===== config.mk =====
export PLATFORM = sky130hd
export DESIGN_NAME = dsp_rdata_ordered_channel
export DESIGN_NICKNAME = d
export VERILOG_FILES = /design/src/rtl/dsp_rdata_ordered_channel.sv
export SDC_FILE = /design/constraint.sdc
export NUM_CORES = 1
export LEC_CHECK = 0
export ABC_AREA = 1
export CAP_MARGIN = 25
export CORE_UTILIZATION = 50
export CTS_CLUSTER_SIZE = 14
export DETAILED_ROUTE_END_ITERATION = 16
export GPL_TIMING_DRIVEN = 0
export PLACE_DENSITY_LB_ADDON = 0.08
export SLEW_MARGIN = 20
export SYNTH_ARGS = -nofsm -noshare
export SYNTH_HDL_FRONTEND = slang
export SYNTH_SLANG_ARGS = --single-unit
export TNS_END_PERCENT = 10

===== constraint.sdc =====
create_clock -name ACLK_i -period 6.9 [get_ports ACLK_i]
set_input_delay 1.725 -clock ACLK_i [delete_from_list [all_inputs] [get_ports ACLK_i]]
set_output_delay 1.725 -clock ACLK_i [all_outputs]
set_load 0.01 [all_outputs]

===== src/rtl/dsp_rdata_ordered_channel.sv =====
// dsp_rdata_ordered_channel: returns R beats from SLV_AMT slave ports to one master port,
// strictly in AR issue order, using an internal queue of target slave IDs plus per-slave FWFT FIFOs.
`default_nettype none

module dsp_rdata_ordered_channel #(
  parameter int SLV_AMT         = 2,
  parameter int DATA_WIDTH      = 32,
  parameter int TRANS_MST_ID_W  = 5,
  parameter int RESP_W          = 2,
  parameter int DSP_RDATA_DEPTH = 16,
  parameter int MAX_OUTSTANDING = 8,
  parameter int SLV_ID_W        = (SLV_AMT > 1) ? $clog2(SLV_AMT) : 1,
  parameter int OST_W           = $clog2(MAX_OUTSTANDING + 1)
) (
  input  logic                                ACLK_i,
  input  logic                                ARESETn_i,
  input  logic                                ar_push_i,
  input  logic [SLV_ID_W-1:0]                 ar_slv_id_i,
  output logic                                ar_ready_o,
  input  logic [TRANS_MST_ID_W*SLV_AMT-1:0]   sa_RID_i,
  input  logic [DATA_WIDTH*SLV_AMT-1:0]       sa_RDATA_i,
  input  logic [RESP_W*SLV_AMT-1:0]           sa_RRESP_i,
  input  logic [SLV_AMT-1:0]                  sa_RLAST_i,
  input  logic [SLV_AMT-1:0]                  sa_RVALID_i,
  output logic [SLV_AMT-1:0]                  sa_RREADY_o,
  input  logic                                m_RREADY_i,
  output logic [TRANS_MST_ID_W-1:0]           m_RID_o,
  output logic [DATA_WIDTH-1:0]               m_RDATA_o,
  output logic [RESP_W-1:0]                   m_RRESP_o,
  output logic                                m_RLAST_o,
  output logic                                m_RVALID_o,
  output logic [OST_W-1:0]                    outstanding_o,
  output logic                                err_illegal_id_o
);

  localparam int FIFO_AW = $clog2(DSP_RDATA_DEPTH);
  localparam int Q_AW    = $clog2(MAX_OUTSTANDING);
  localparam int BEAT_W  = TRANS_MST_ID_W + DATA_WIDTH + RESP_W + 1;
  localparam logic [SLV_ID_W:0] SLV_AMT_C = (SLV_ID_W + 1)'(SLV_AMT);

  logic [BEAT_W-1:0]   fifo_dout [SLV_AMT];
  logic [SLV_AMT-1:0]  fifo_empty;
  logic [SLV_ID_W-1:0] head;
  logic [BEAT_W-1:0]   head_beat;
  logic                m_hs;
  logic                q_push;
  logic                q_pop;
  logic                q_full;
  logic                q_empty;
  logic                id_legal;
  logic [Q_AW:0]       q_wr;
  logic [Q_AW:0]       q_rd;
  logic [SLV_ID_W-1:0] q_mem [MAX_OUTSTANDING];
  logic [OST_W-1:0]    ost;
  logic                err;

  // Per-slave first-word-fall-through FIFOs; beat packed as {rid, rdata, rresp, rlast}.
  for (genvar s = 0; s < SLV_AMT; s++) begin : g_fifo
    logic [BEAT_W-1:0]  mem [DSP_RDATA_DEPTH];
    logic [FIFO_AW:0]   wr_ptr;
    logic [FIFO_AW:0]   rd_ptr;
    logic               full;
    logic               wr_en;
    logic               rd_en;
    logic [BEAT_W-1:0]  beat_in;

    assign beat_in = {sa_RID_i[s*TRANS_MST_ID_W +: TRANS_MST_ID_W],
                      sa_RDATA_i[s*DATA_WIDTH +: DATA_WIDTH],
                      sa_RRESP_i[s*RESP_W +: RESP_W],
                      sa_RLAST_i[s]};
    assign full  = (wr_ptr[FIFO_AW] != rd_ptr[FIFO_AW]) &&
                   (wr_ptr[FIFO_AW-1:0] == rd_ptr[FIFO_AW-1:0]);
    assign wr_en = sa_RVALID_i[s] & ~full;
    assign rd_en = m_hs & (head == SLV_ID_W'(s));

    assign sa_RREADY_o[s] = ~full;
    assign fifo_empty[s]  = (wr_ptr == rd_ptr);
    assign fifo_dout[s]   = mem[rd_ptr[FIFO_AW-1:0]];

    always_ff @(posedge ACLK_i) begin
      if (wr_en) mem[wr_ptr[FIFO_AW-1:0]] <= beat_in;
    end

    always_ff @(posedge ACLK_i or negedge ARESETn_i) begin
      if (!ARESETn_i) begin
        wr_ptr <= '0;
        rd_ptr <= '0;
      end else begin
        if (wr_en) wr_ptr <= wr_ptr + 1'b1;
        if (rd_en) rd_ptr <= rd_ptr + 1'b1;
      end
    end
  end

  assign q_empty  = (q_wr == q_rd);
  assign q_full   = (q_wr[Q_AW] != q_rd[Q_AW]) && (q_wr[Q_AW-1:0] == q_rd[Q_AW-1:0]);
  assign id_legal = ({1'b0, ar_slv_id_i} < SLV_AMT_C);

  if (SLV_AMT == 1) begin : g_head_const
    assign head = '0;
  end else begin : g_head_queue
    assign head = q_mem[q_rd[Q_AW-1:0]];
  end

  assign m_RVALID_o = ~q_empty & ~fifo_empty[head];
  assign head_beat  = fifo_dout[head];
  assign m_hs       = m_RVALID_o & m_RREADY_i;
  assign q_pop      = m_hs & head_beat[0];
  // A push at full still lands when the head burst retires in the same cycle: the slot is freed.
  assign q_push     = ar_push_i & id_legal & (~q_full | q_pop);

  assign ar_ready_o       = ~q_full;
  assign outstanding_o    = ost;
  assign err_illegal_id_o = err;

  always_comb begin
    {m_RID_o, m_RDATA_o, m_RRESP_o, m_RLAST_o} = '0;
    if (m_RVALID_o) {m_RID_o, m_RDATA_o, m_RRESP_o, m_RLAST_o} = head_beat;
  end

  always_ff @(posedge ACLK_i) begin
    if (q_push) q_mem[q_wr[Q_AW-1:0]] <= ar_slv_id_i;
  end

  always_ff @(posedge ACLK_i or negedge ARESETn_i) begin
    if (!ARESETn_i) begin
      q_wr <= '0;
      q_rd <= '0;
      ost  <= '0;
      err  <= 1'b0;
    end else begin
      if (q_push) q_wr <= q_wr + 1'b1;
      if (q_pop)  q_rd <= q_rd + 1'b1;
      if (q_push && !q_pop)      ost <= ost + 1'b1;
      else if (!q_push && q_pop) ost <= ost - 1'b1;
      if (ar_push_i && !id_legal) err <= 1'b1;
    end
  end

endmodule

`default_nettype wire


==> results.tsv, run 1 <==
metric	value	unit
syn avg cell area	13.0	um2
first-pass GRT wire length	229000	um
Rel. slew slack	0.249	
WL/cell	27.0	um
layout cells sized above 1	0.105	
gr usage total	0.297	
pre-CTS setup slack	1390	ps
die area	107000	um2
RSZ-0062 raised after global routing	false	
area leader, netlist	edfxtp_1	
H-tree levels	4	
R2R cell count	21	
clk_lat worst skew	760	ps
routed via count	34900	
crit path launch	g_fifo[0].rd_ptr[1]$_DFFE_PN0P_	
Netlist cell types	36	
CTS tree	built	
postcts setup bufs	0	
EDFF count, synth	1288	
setup_tns	0	ps
P_leak	21.5	nW
Final Total Pwr	29.0	mW
Post-route DRC	0	
Row Count	118	
Min-Delay Path Depth	1	
main flop type after synthesis	edfxtp_1	
Initial Util	0.507	
Synthesis Warnings	0	
Hold Crit Start	outstanding_o[3]$_DFFE_PN0P_	
Max Cap Viol	0	
# setup viols final	0	
GRT overflow	0	
worst slew pin tran	1120	ps
clk slew on worst S/H paths	60	ps
CTS max path bufs	3	
sequential area share after synthesis	0.748	
IO Count	136	
1st-pass router iterations	5	
clock sink count	1320	
worst r2r src	g_fifo[0].rd_ptr[2]$_DFFE_PN0P_	
vias per inst	5.95	
initial antenna violation count	8	
min Tclk post-route	6400	ps
ys async rst share	0.0242	
final clock skew	23.6	ps
Yosys reg bits	1320	
count leader, synth	edfxtp_1	
Clock Tree Root	clkbuf_16	
status	finished clean	
Peak supply drop	0.352	mV
Max Fclk	0.156	GHz
CTS resizes	0	
Worst R2R End	outstanding_o[3]$_DFFE_PN0P_	
WS Path Type	reg -> out	
most frequent cells after synthesis	edfxtp_1 (1288), nand2_1 (1122), a21oi_1 (563)	
Pwr Density	470	nW/um2
final worst path period share	0.927	
CP Capture Type	output port	
PortBufs	134	
Yosys top cell area share	0.733	
Mapped Nets	4149	
initial drt markers	4523	
Chip Width	327	um
Slew Viols, Final	0	
Final ANT Viol Nets	0	
setup slack after layout	503	ps
Layout area overhead	17.1	%
Critical Path RT	5180	ps
cts-stage hold buffer count	0	
top cells by area, synth	edfxtp_1 (73%), nand2_1 (8.0%), a21oi_1 (5.3%)	
Hold EP	outstanding_o[3]$_DFFE_PN0P_	
CTS Buf Count	138	
Setup crit start kind	flip-flop	
dpl hpwl	108000	um
Critical Path Fanout Max	10	
Post-Route WL	159000	um
R2R Setup Slk	2860	ps
Cells after Synth	4046	
Arrival @ worst endpoint	4670	ps
RePlAce Congestion	0.872	
core area	104000	um2
final hold viol count	0	
vias in the first global route	33700	
Synth Cell Area	52800	um2
largest net degree at the start of global routing	28	
die height	327	um
Tightest Hold Check Type	reg -> reg	
Layout Nets	4487	
-- placed cells by master (no fill, tap or decap), drive strengths merged, types with 52 or more instances in the layout --
cell type,count
o21ai,71
clkbuf,247
a21oi,563
nand3,172
a22oi,217
nand2,1129
edfxtp,1288
clkdlybuf4s50,133
a32o,57
buf,269
clkinv,52
inv,53
nor2,94
-- worst max path at each step --
| stage | end | slack [ps] | depth (start not counted) |
|---|---|---|---|
| after floorplan | g_fifo[0].mem[15][0]$_DFFE_PP_ | 2640 | 4 |
| after global placement | g_fifo[0].mem[10][28]$_DFFE_PP_ | -20 | 5 |
| after detailed placement | m_RDATA_o[4] | 1390 | 11 |
| after CTS | m_RDATA_o[4] | 560 | 11 |
| after global routing | m_RDATA_o[23] | 450 | 8 |
| final | m_RDATA_o[4] | 500 | 11 |
-- power breakdown --
group / internal [mW] / switching (mW) / total (mW) / leakage (nW)
combinational: 3.69 / 8.35 / 12.0 / 7.40
sequential: 9.69 / 0.248 / 9.94 / 12.0
clock: 4.00 / 3.07 / 7.07 / 2.06
-- cells by family after synthesis --
group                    share of synthesized area
buffers and inverters                       0.0284
AND/OR/NAND/NOR                              0.105
flip-flops                                   0.748
AO/OA/AOI/OAI                                0.110
other                                    0.0000711
XOR/XNOR                                   0.00415
adder cells (fa/ha/maj)                    0.00394
-- cell type report --
cell class	count	area [um2]
diodes	2	5.00
plain buffers	266	1320
clock buffers	185	3790
clock inverters	64	417
fillers	8306	42300
inverters	46	176
multi-input cells	2414	12000
flip-flops and latches	1320	39500
well taps	1380	1730
repair buffers	198	2830
-- per-layer routing --
| metal | GRT usage | up-vias | share of wire |
|---|---|---|---|
| li1 | - | 15600 | - |
| met1 | 0.408 | 17400 | 0.40 |
| met2 | 0.481 | 1659 | 0.48 |
| met3 | 0.0477 | 301 | 0.085 |
| met4 | 0.106 | 12 | 0.034 |
| met5 | 0 | - | 0.00050 |
-- sequential cells by signal, indices dropped and copies added (netlist names) --
name / cells
g_fifo.mem: 1280
g_fifo.rd_ptr: 10
g_fifo.wr_ptr: 10
q_mem: 8
outstanding_o: 4
q_rd: 4
q_wr: 4
-- metrics by stage --
step | utilization | std cells | instance area, um2 | hold slack [ps]
global route | 0.593 | 5874 | 61800 | 508
global placement | 0.536 | 5560 | 55800 | 459
finish | 0.593 | 5875 | 61800 | 473
detailed placement | 0.553 | 5624 | 57600 | 461
floorplan | - | 4046 | 52800 | 460
CTS | 0.593 | 5873 | 61800 | 474
-- worst max-delay path, stage by stage (launching register included) --
cell             delay, ps
dfrtp_1                490
inv_1                  210
buf_2                  300
clkbuf_1               560
a21oi_1                 90
a32o_1                 240
nand2_1                 50
o21ai_0                130
o21ai_1                900
nand2_1                120
nor2_1                 230
clkdlybuf4s50_1        580
No activity file was read; power rests on OpenSTA's default activity.
==> run 2: changes to the inputs <==
Settings changed: CORE_UTILIZATION 50 to 30.
==> run 2 against run 1 <==
Via count shrank 2.8%. Critical path type unchanged. Cell count increased by 17%. Total power increased by 5.1%. Core utilization down 23 points.
==> results.tsv, run 2 (synthesized netlist as in run 1, its figures left out) <==
metric	value	unit	change
CTS tree	built		
setup slack after layout	300	ps	-204 ps
min Tclk post-route	6600	ps	+204 ps
PortBufs	134		unchanged
die area	178000	um2	+66%
vias per inst	4.96		-17%
RePlAce Congestion	0.779		-11%
GRT overflow	0		unchanged
CTS max path bufs	3		unchanged
Layout area overhead	20.8	%	
WS Path Type	reg -> out		
clk_lat worst skew	790	ps	+30 ps
Slew Viols, Final	0		unchanged
core area	174000	um2	+67%
Initial Util	0.303		-0.204
final hold viol count	0		unchanged
initial antenna violation count	6		-2
worst r2r src	g_fifo[1].rd_ptr[2]$_DFFE_PN0P_		
CTS resizes	0		unchanged
Post-route DRC	0		unchanged
H-tree levels	4		unchanged
CTS Buf Count	153		+11%
vias in the first global route	34100		+1.3%
cts-stage hold buffer count	0		unchanged
CP delay by family, top	buffers and inverters		
Hold Crit Start	g_fifo[1].wr_ptr[4]$_DFFE_PN0P_		
initial drt markers	2788		-38%
Chip Width	421	um	+29%
Max Fclk	0.152	GHz	-3.1%
Critical Path Fanout Max	10		unchanged
layout cells sized above 1	0.112		+0.00749
Worst path depth	11		unchanged
first-pass GRT wire length	261000	um	+14%
Post-Route WL	186000	um	+17%
cell mode on critical path	a21oi_1		
routed via count	34000		-2.8%
status	finished clean		
clk slew on worst S/H paths	60	ps	about the same
R2R cell count	19		-9.5%
Row Count	153		+30%
Max Cap Viol	0		unchanged
critical path's slowest cell	o21ai_0		
Fill cells	17100		+110%
1st-pass router iterations	5		unchanged
worst-path cell chain	buf_4 -> inv_4 -> buf_2 -> clkbuf_1 -> a21oi_1 -> a22oi_1 -> a21oi_1 -> o21ai_0 -> nand2_1 -> nor2_1 -> clkdlybuf4s50_1		
die height	421	um	+29%
largest net degree at the start of global routing	21		-25%
final core occ	0.366		-0.228
WL/cell	27.2	um	+0.39%
Clock Tree Root	clkbuf_16		
Min-Delay Path Depth	1		unchanged
RSZ-0062 raised after global routing	false		
P_leak	21.8	nW	+1.7%
max reg flops	1280		unchanged
final clock skew	29.4	ps	+5.82 ps
clock sink count	1320		unchanged
Tightest Hold Check Type	reg -> reg		
IO Count	136		unchanged
postcts setup bufs	0		unchanged
final worst path period share	0.957		+0.0295
gr usage total	0.206		-0.0905
crit path launch	g_fifo[1].rd_ptr[1]$_DFFE_PN0P_		
worst slew pin tran	1090	ps	-31.2 ps
pre-CTS setup slack	1090	ps	-303 ps
setup_tns	0	ps	unchanged
most frequent cells in the layout	edfxtp_1 (1288), nand2_1 (1122), a21oi_1 (563)		
Pwr Density	479	nW/um2	+1.8%
# setup viols final	0		unchanged
most common cell after layout, fill and taps aside	edfxtp_1		
Critical Path RT	5180	ps	about the same
Final ANT Viol Nets	0		unchanged
Rel. slew slack	0.267		+0.0181
dpl hpwl	129000	um	+19%
Peak supply drop	0.242	mV	-31%
Layout Nets	4506		+0.42%
Worst Path Buf+Inv	5		+1
Arrival @ worst endpoint	4880	ps	+210 ps
critical path's largest stage delay	890	ps	about the same
CP Capture Type	output port		
Setup crit start kind	flip-flop		
run 2: cell types whose count changed in the layout (fill, tap and decap cells not counted), sizes merged:
cell | before | now
buf | 269 | 273
bufinv | 4 | 10
clkbuf | 247 | 260
clkinv | 52 | 58
clkinvlp | 1 | 6
diode | 2 | 1
inv | 53 | 49
run 2: metrics by stage:
step | instances | hold WS, ps | instance area, um2 | power, mW
after detailed placement | 6573 | 479 | 58900 | 22.9
final | 6849 | 484 | 63700 | 30.5
after floorplan | 4046 | 460 | 52800 | 16.4
after global routing | 6849 | 509 | 63700 | 31.9
after global placement | 6505 | 474 | 57000 | 22.6
after CTS | 6848 | 488 | 63700 | 30.9
run 2: layer usage:
layer,track usage,wire length (um),vias to the layer above
li1,-,-,15700
met1,0.269,81300,17300
met2,0.357,93200,750
met3,0.0279,6900,224
met4,0.0577,4590,2
met5,0,10,-
run 2: final timing paths:
kind / to / slack [ps]
min in group asynchronous: q_wr[0]$_DFFE_PN0P_ / 920
setup / recovery: m_RDATA_o[9] / 300
hold reg to reg: g_fifo[1].wr_ptr[4]$_DFFE_PN0P_ / 480
hold / removal: g_fifo[1].wr_ptr[4]$_DFFE_PN0P_ / 480
max in group asynchronous: g_fifo[0].wr_ptr[3]$_DFFE_PN0P_ / 5470
setup reg to reg: outstanding_o[3]$_DFFE_PN0P_ / 2960
run 2: report_power, final:
| group | total [mW] | switching, mW | internal (mW) |
|---|---|---|---|
| Sequential | 9.94 | 0.247 | 9.69 |
| Clock | 7.95 | 3.32 | 4.63 |
| Combinational | 12.6 | 8.91 | 3.71 |
run 2: area by class of cell:
class	instances	area, um2	area share
sequential	1320	39500	0.619
buffer	266	1320	0.0207
timing repair buffer	202	2990	0.0469
clock buffer	198	4170	0.0654
multi-input combinational	2414	12000	0.189
tap	2325	2910	0.0456
clock inverter	77	669	0.0105
inverter	46	176	0.00277
antenna	1	2.50	0.0000393
